--- config.mk ---
export PLATFORM = sky130hd
export DESIGN_NAME = serial_accumulator_calculator
export DESIGN_NICKNAME = d
export VERILOG_FILES = /design/src/rtl/calc_pkg.sv /design/src/rtl/hex_decoder.sv /design/src/rtl/serial_adder_bit.sv /design/src/rtl/serial_accumulator_calculator.sv
export SDC_FILE = /design/constraint.sdc
export NUM_CORES = 1
export LEC_CHECK = 0
export BUFFER_PORTS_ARGS = -buffer_cell sky130_fd_sc_hd__buf_2
export CORE_AREA = 8 8 84 86
export CTS_CLUSTER_DIAMETER = 120
export DETAILED_ROUTE_END_ITERATION = 8
export DIE_AREA = 0 0 92 94
export GPL_TIMING_DRIVEN = 0
export PLACE_DENSITY_LB_ADDON = 0.05
export SYNTH_ARGS = -nofsm -noshare
export SYNTH_HDL_FRONTEND = slang
export SYNTH_SLANG_ARGS = --single-unit
--- constraint.sdc ---
create_clock -name i_clk -period 3.87 [get_ports i_clk]
set_clock_uncertainty 0.2 [all_clocks]
set_input_delay 0 -clock i_clk [delete_from_list [all_inputs] [get_ports i_clk]]
set_output_delay 0 -clock i_clk [all_outputs]
set_load 0.005 [all_outputs]
--- src/rtl/calc_pkg.sv ---
// Shared command and state encodings for the serial accumulator calculator.
package calc_pkg;

  typedef enum logic [1:0] {
    OP_LOAD  = 2'b00,
    OP_ADD   = 2'b01,
    OP_SUB   = 2'b10,
    OP_CLEAR = 2'b11
  } op_e;

  localparam logic [1:0] ST_IDLE = 2'd0;
  localparam logic [1:0] ST_RUN  = 2'd1;
  localparam logic [1:0] ST_DONE = 2'd2;

  typedef enum logic [1:0] {
    IDLE = ST_IDLE,
    RUN  = ST_RUN,
    DONE = ST_DONE
  } state_e;

endpackage

--- src/rtl/hex_decoder.sv ---
// Nibble to seven-segment decoder for the board HEX displays.
// Segments are {g,f,e,d,c,b,a}, active-low (0 lights a segment).
module hex_decoder (
  input  logic [3:0] i_nibble,
  output logic [6:0] o_seg
);

  always_comb begin
    o_seg = 7'h7F;
    case (i_nibble)
      4'h0: o_seg = 7'h40;
      4'h1: o_seg = 7'h79;
      4'h2: o_seg = 7'h24;
      4'h3: o_seg = 7'h30;
      4'h4: o_seg = 7'h19;
      4'h5: o_seg = 7'h12;
      4'h6: o_seg = 7'h02;
      4'h7: o_seg = 7'h78;
      4'h8: o_seg = 7'h00;
      4'h9: o_seg = 7'h10;
      4'hA: o_seg = 7'h08;
      4'hB: o_seg = 7'h03;
      4'hC: o_seg = 7'h46;
      4'hD: o_seg = 7'h21;
      4'hE: o_seg = 7'h06;
      4'hF: o_seg = 7'h0E;
      default: o_seg = 7'h7F;
    endcase
  end

endmodule

--- src/rtl/serial_adder_bit.sv ---
// Single full-adder cell; the accumulator pushes one bit per clock through it.
module serial_adder_bit (
  input  logic i_a,
  input  logic i_b,
  input  logic i_c_in,
  output logic o_s,
  output logic o_c_out
);

  assign o_s     = i_a ^ i_b ^ i_c_in;
  assign o_c_out = (i_a & i_b) | (i_a & i_c_in) | (i_b & i_c_in);

endmodule

--- src/rtl/serial_accumulator_calculator.sv ---
// WIDTH-bit accumulator with LOAD/CLEAR/ADD/SUB; ADD and SUB run one bit per clock.
// Handshake: i_start is taken only in IDLE; o_done pulses once when o_acc and flags are valid.
module serial_accumulator_calculator
  import calc_pkg::*;
#(
  parameter int WIDTH = 8
) (
  input  logic                     i_clk,
  input  logic                     i_reset,
  input  logic                     i_start,
  input  logic [1:0]               i_op,
  input  logic [WIDTH-1:0]         i_operand,
  output logic                     o_busy,
  output logic                     o_done,
  output logic [WIDTH-1:0]         o_acc,
  output logic                     o_carry,
  output logic                     o_overflow,
  output logic [(WIDTH/4)*7-1:0]   o_display
);

  localparam int DIGITS = WIDTH / 4;
  localparam int CNT_W  = $clog2(WIDTH);

  logic [1:0]       r_state;
  logic [WIDTH-1:0] r_a;
  logic [WIDTH-1:0] r_b;
  logic [WIDTH-2:0] r_res;
  logic             r_c;
  logic             r_sub;
  logic [CNT_W-1:0] r_cnt;
  logic [WIDTH-1:0] r_acc;
  logic             r_carry;
  logic             r_ovf;
  logic             r_done;

  logic             w_s;
  logic             w_c_out;
  logic             w_last;

  serial_adder_bit u_bit (
    .i_a     (r_a[0]),
    .i_b     (r_b[0]),
    .i_c_in  (r_c),
    .o_s     (w_s),
    .o_c_out (w_c_out)
  );

  assign w_last = (r_cnt == CNT_W'(WIDTH - 1));

  always_ff @(posedge i_clk) begin
    if (i_reset) begin
      r_state <= ST_IDLE;
      r_a     <= '0;
      r_b     <= '0;
      r_res   <= '0;
      r_c     <= 1'b0;
      r_sub   <= 1'b0;
      r_cnt   <= '0;
      r_acc   <= '0;
      r_carry <= 1'b0;
      r_ovf   <= 1'b0;
      r_done  <= 1'b0;
    end else begin
      r_done <= 1'b0;
      case (r_state)
        ST_IDLE: begin
          if (i_start) begin
            case (op_e'(i_op))
              OP_LOAD: begin
                r_acc   <= i_operand;
                r_carry <= 1'b0;
                r_ovf   <= 1'b0;
                r_done  <= 1'b1;
                r_state <= ST_DONE;
              end
              OP_CLEAR: begin
                r_acc   <= '0;
                r_carry <= 1'b0;
                r_ovf   <= 1'b0;
                r_done  <= 1'b1;
                r_state <= ST_DONE;
              end
              default: begin
                // SUB is A + ~B + 1: invert the operand and seed the carry.
                r_a     <= r_acc;
                r_b     <= (i_op == OP_SUB) ? ~i_operand : i_operand;
                r_c     <= (i_op == OP_SUB);
                r_sub   <= (i_op == OP_SUB);
                r_res   <= '0;
                r_cnt   <= '0;
                r_state <= ST_RUN;
              end
            endcase
          end
        end
        ST_RUN: begin
          r_a   <= r_a >> 1;
          r_b   <= r_b >> 1;
          r_res <= {w_s, r_res[WIDTH-2:1]};
          r_c   <= w_c_out;
          r_cnt <= r_cnt + CNT_W'(1);
          if (w_last) begin
            // On the last bit r_a[0]/r_b[0] still hold the operand sign bits.
            r_acc   <= {w_s, r_res};
            r_carry <= w_c_out ^ r_sub;
            r_ovf   <= (r_a[0] == r_b[0]) && (w_s != r_a[0]);
            r_done  <= 1'b1;
            r_state <= ST_DONE;
          end
        end
        ST_DONE: r_state <= ST_IDLE;
        default: r_state <= ST_IDLE;
      endcase
    end
  end

  assign o_busy     = (r_state == ST_RUN);
  assign o_done     = r_done;
  assign o_acc      = r_acc;
  assign o_carry    = r_carry;
  assign o_overflow = r_ovf;

  for (genvar k = 0; k < DIGITS; k++) begin : g_digit
    hex_decoder u_dec (
      .i_nibble (r_acc[4*k +: 4]),
      .o_seg    (o_display[7*k +: 7])
    );
  end

endmodule
==> impl_metrics.py <==
metrics = {
    "critical_path": {
        "slowest_stage": "a211oi_1",
        "path_buf_inv": 1,
        "start_kind": "register",
        "critPathMostFrequentCell": "ha_1",
        "worstPathArrival_ns": 3.22,
        "worstPathRequired_ns": 3.87,
        "cp-end-kind": "register",
        "cp_slowest_stage_delay_ns": 0.77,
        "crit_family": "compound AO/OA/AOI/OAI gates",
        "path_class": "reg -> reg",
        "cp_cell_sequence": "ha_1, ha_1, nand2_1, o21a_1, nor2_4, nor2_1, a211oi_1, inv_1, ha_1, a221o_1",
        "path_max_fanout": 8,
    },
    "grt": {
        "grt_pass1_vias": 2186,
        "grt_pass1_wl_mm": 11.0,
        "grt_start_max_net_pins": 17,
        "antenna_found_initial": 0,
        "gr-total-overflow": 0,
        "grt_usage_pct": 15.7,
    },
    "job": {
        "maxCapViolCount": 0,
    },
    "final_layout": {
        "final_util_pct": 56.8,
        "nFillCells": 540,
        "nets": 389,
        "area_delta_synth_final_pct": 18.2,
        "n_antenna_cell": 0,
        "drive_above_1_share_pct": 17.6,
    },
    "cts": {
        "clock_sinks": 55,
        "cts_setup_buffers": 0,
        "htreeDepth": 2,
        "ctsHoldBuffers": 10,
        "cts_tree": "built",
        "post_cts_resized": 0,
        "ctsRootBufferMaster": "clkbuf_8",
        "path_clk_slew_ns": 0.10,
        "cts_inserted_buffers": 5,
        "cts_max_path_buffers": 2,
        "insertion_delay_ns": 0.31,
    },
    "timing": {
        "period_share_pct": 83.1,
        "fin_crit_ns": 3.22,
        "relSlewSlack_pct": 38.5,
        "fmax_ghz": 0.311,
        "fin_hold_ws_ns": 0.101,
        "rsz0062_at_grt": "no",
        "tightestPinTransition_ns": 0.917,
        "setup_viol": 0,
        "hold_viol": 0,
        "tns_ns": 0,
        "slew_viol_final": 0,
    },
    "worst_hold_path": {
        "hold_path.class": "in -> reg",
    },
    "placement": {
        "io_buffer_count": 38,
        "place_congestion": 0.804,
        "dp_hpwl_mm": 4.76,
    },
    "outcome": {
        "status": "finished, final reports clean",
    },
    "floorplan": {
        "start_util_pct": 48.0,
        "io_pins": 39,
        "fp.dieW_um": 92,
        "die_h_um": 94,
        "die_area_mm2": 0.00865,
        "fp-row-count": 28,
        "core_mm2": 0.00575,
    },
    "logic_synthesis": {
        "yosysMostFrequentCell": "dfxtp_1",
        "synth_top_cell_area_share_pct": 39.9,
        "synth_common_cells": "55 x dfxtp_1, 39 x nor2_1, 33 x nand2_1, 19 x a21oi_1, 18 x ha_1",
        "yosysTopAreaCell": "dfxtp_1",
        "ys_types": 50,
        "synth-main-ff-cell": "dfxtp_1",
        "syn_inst": 302,
        "synth_seq_cells": 55,
        "ys_seq_area_share_pct": 39.9,
        "synthArstFlopShare_pct": 0,
        "synth_edf_count": 0,
        "yosys-top-cells-area": "dfxtp_1 40%, ha_1 8.2%, mux2i_1 5.4%, nor2_1 5.3%, nand2_1 4.5%",
        "avgSynthCellArea_um2": 9.14,
        "syn_nets": 334,
        "yosysWarnings": 0,
        "syn_area_mm2": 0.00276,
    },
    "detailed_routing": {
        "wire_per_inst_um": 15.3,
        "dr.pass1.iters": 4,
        "via_per_inst": 5.32,
        "via_count": 2305,
        "wirelength_mm": 6.62,
        "antenna_left": 0,
        "drtIter0Drc": 136,
        "drc": 0,
    },
    "power_and_ir_drop": {
        "p_per_area_mw_per_mm2": 410,
        "ir_drop_mv": 0.208,
        "power_leakage_uw": 0.00143,
    },
}
==> cells by family after synthesis <==
kind of cell,Yosys count,synth area share (%)
XOR/XNOR,12,3.81
multiplexers,16,5.85
AND/OR/NAND/NOR,105,18.3
adder cells (fa/ha/maj),19,8.89
flip-flops,55,39.9
AO/OA/AOI/OAI,62,16.5
buffers and inverters,33,6.84
==> where the power goes <==
| part | leakage, uW | internal [uW] | switching (uW) |
|---|---|---|---|
| clock network | 0.0000612 | 210 | 191 |
| logic | 0.000922 | 127 | 171 |
| registers | 0.000450 | 614 | 24.0 |
| total | 0.00143 | 951 | 386 |
==> cells in the final DEF (no fill, tap or decap), drive strengths merged, types with 2 or more instances in the layout <==
| master | count |
|---|---|
| a22o | 4 |
| nor3 | 5 |
| clkbuf | 19 |
| nand3 | 8 |
| buf | 43 |
| and3 | 2 |
| nor3b | 2 |
| a221oi | 5 |
| o22ai | 4 |
| a211o | 2 |
| nor4 | 3 |
| nor2 | 41 |
| a211oi | 4 |
| and2 | 2 |
| o21ai | 3 |
| dfxtp | 55 |
| xnor2 | 11 |
| nand2 | 34 |
| ha | 18 |
| dlygate4sd3 | 10 |
| clkinv | 4 |
| or3 | 3 |
| a311oi | 6 |
| a22oi | 4 |
| mux2i | 15 |
| nor2b | 3 |
| o2bb2ai | 2 |
| a21oi | 19 |
| o211ai | 2 |
| inv | 12 |
==> tightest hold or removal path, cell delays in order <==
cell and delay (ns):
buf_2 0.11, nand2b_4 0.09, o21ai_4 0.09, a21oi_1 0.19, a211oi_1 0.07
==> layout make-up <==
type	count	area, um^2	share of cell area, %
Buffer	18	97.6	2.99
Multi-Input combinational cell	214	1470	45.1
Timing Repair Buffer	48	290	8.90
Clock buffer	6	82.6	2.53
Inverter	15	91.3	2.80
Clock inverter	2	35.0	1.07
Tap cell	75	93.8	2.88
Sequential cell	55	1100	33.8
==> layer usage <==
layer	global-route usage, %	share of wire (%)	vias to the layer above
met4	4.43	0.72	0
met5	0	0	-
met1	21.6	49	1078
met3	3.20	6.4	4
met2	24.2	44	62
li1	-	-	1161
==> per-stage QoR <==
| step | setup slack (ns) | total power (uW) | instance area (um^2) | instances |
|---|---|---|---|---|
| floorplan | 1.18 | 849 | 2760 | 302 |
| global placement | 0.752 | 939 | 3040 | 415 |
| detailed placement | 0.703 | 941 | 3040 | 415 |
| CTS | 0.667 | 1340 | 3260 | 433 |
| global route | 0.453 | 1410 | 3260 | 433 |
| finish | 0.655 | 1340 | 3260 | 433 |
==> registers in the layout, summed over array words and instances, names as in the netlist, 2 cells and up <==
name                 count
g_digit.u_dec.o_seg     14
o_acc                    8
r_a                      8
r_b                      8
r_cnt                    3
r_res                    7
r_state                  2
==> final timing paths <==
| path | from | to | slack, ns | depth (start not counted) |
|---|---|---|---|---|
| hold / removal | i_start | o_acc[0] | 0.10 | 5 |
| setup / recovery | r_cnt[0] | g_digit[0].u_dec.o_seg[0] | 0.65 | 10 |
| setup reg to reg | r_cnt[0] | g_digit[0].u_dec.o_seg[0] | 0.65 | 10 |
| hold reg to reg | r_b[2] | r_b[1] | 0.26 | 2 |
Note: power is estimated with default switching activity, not from simulation.
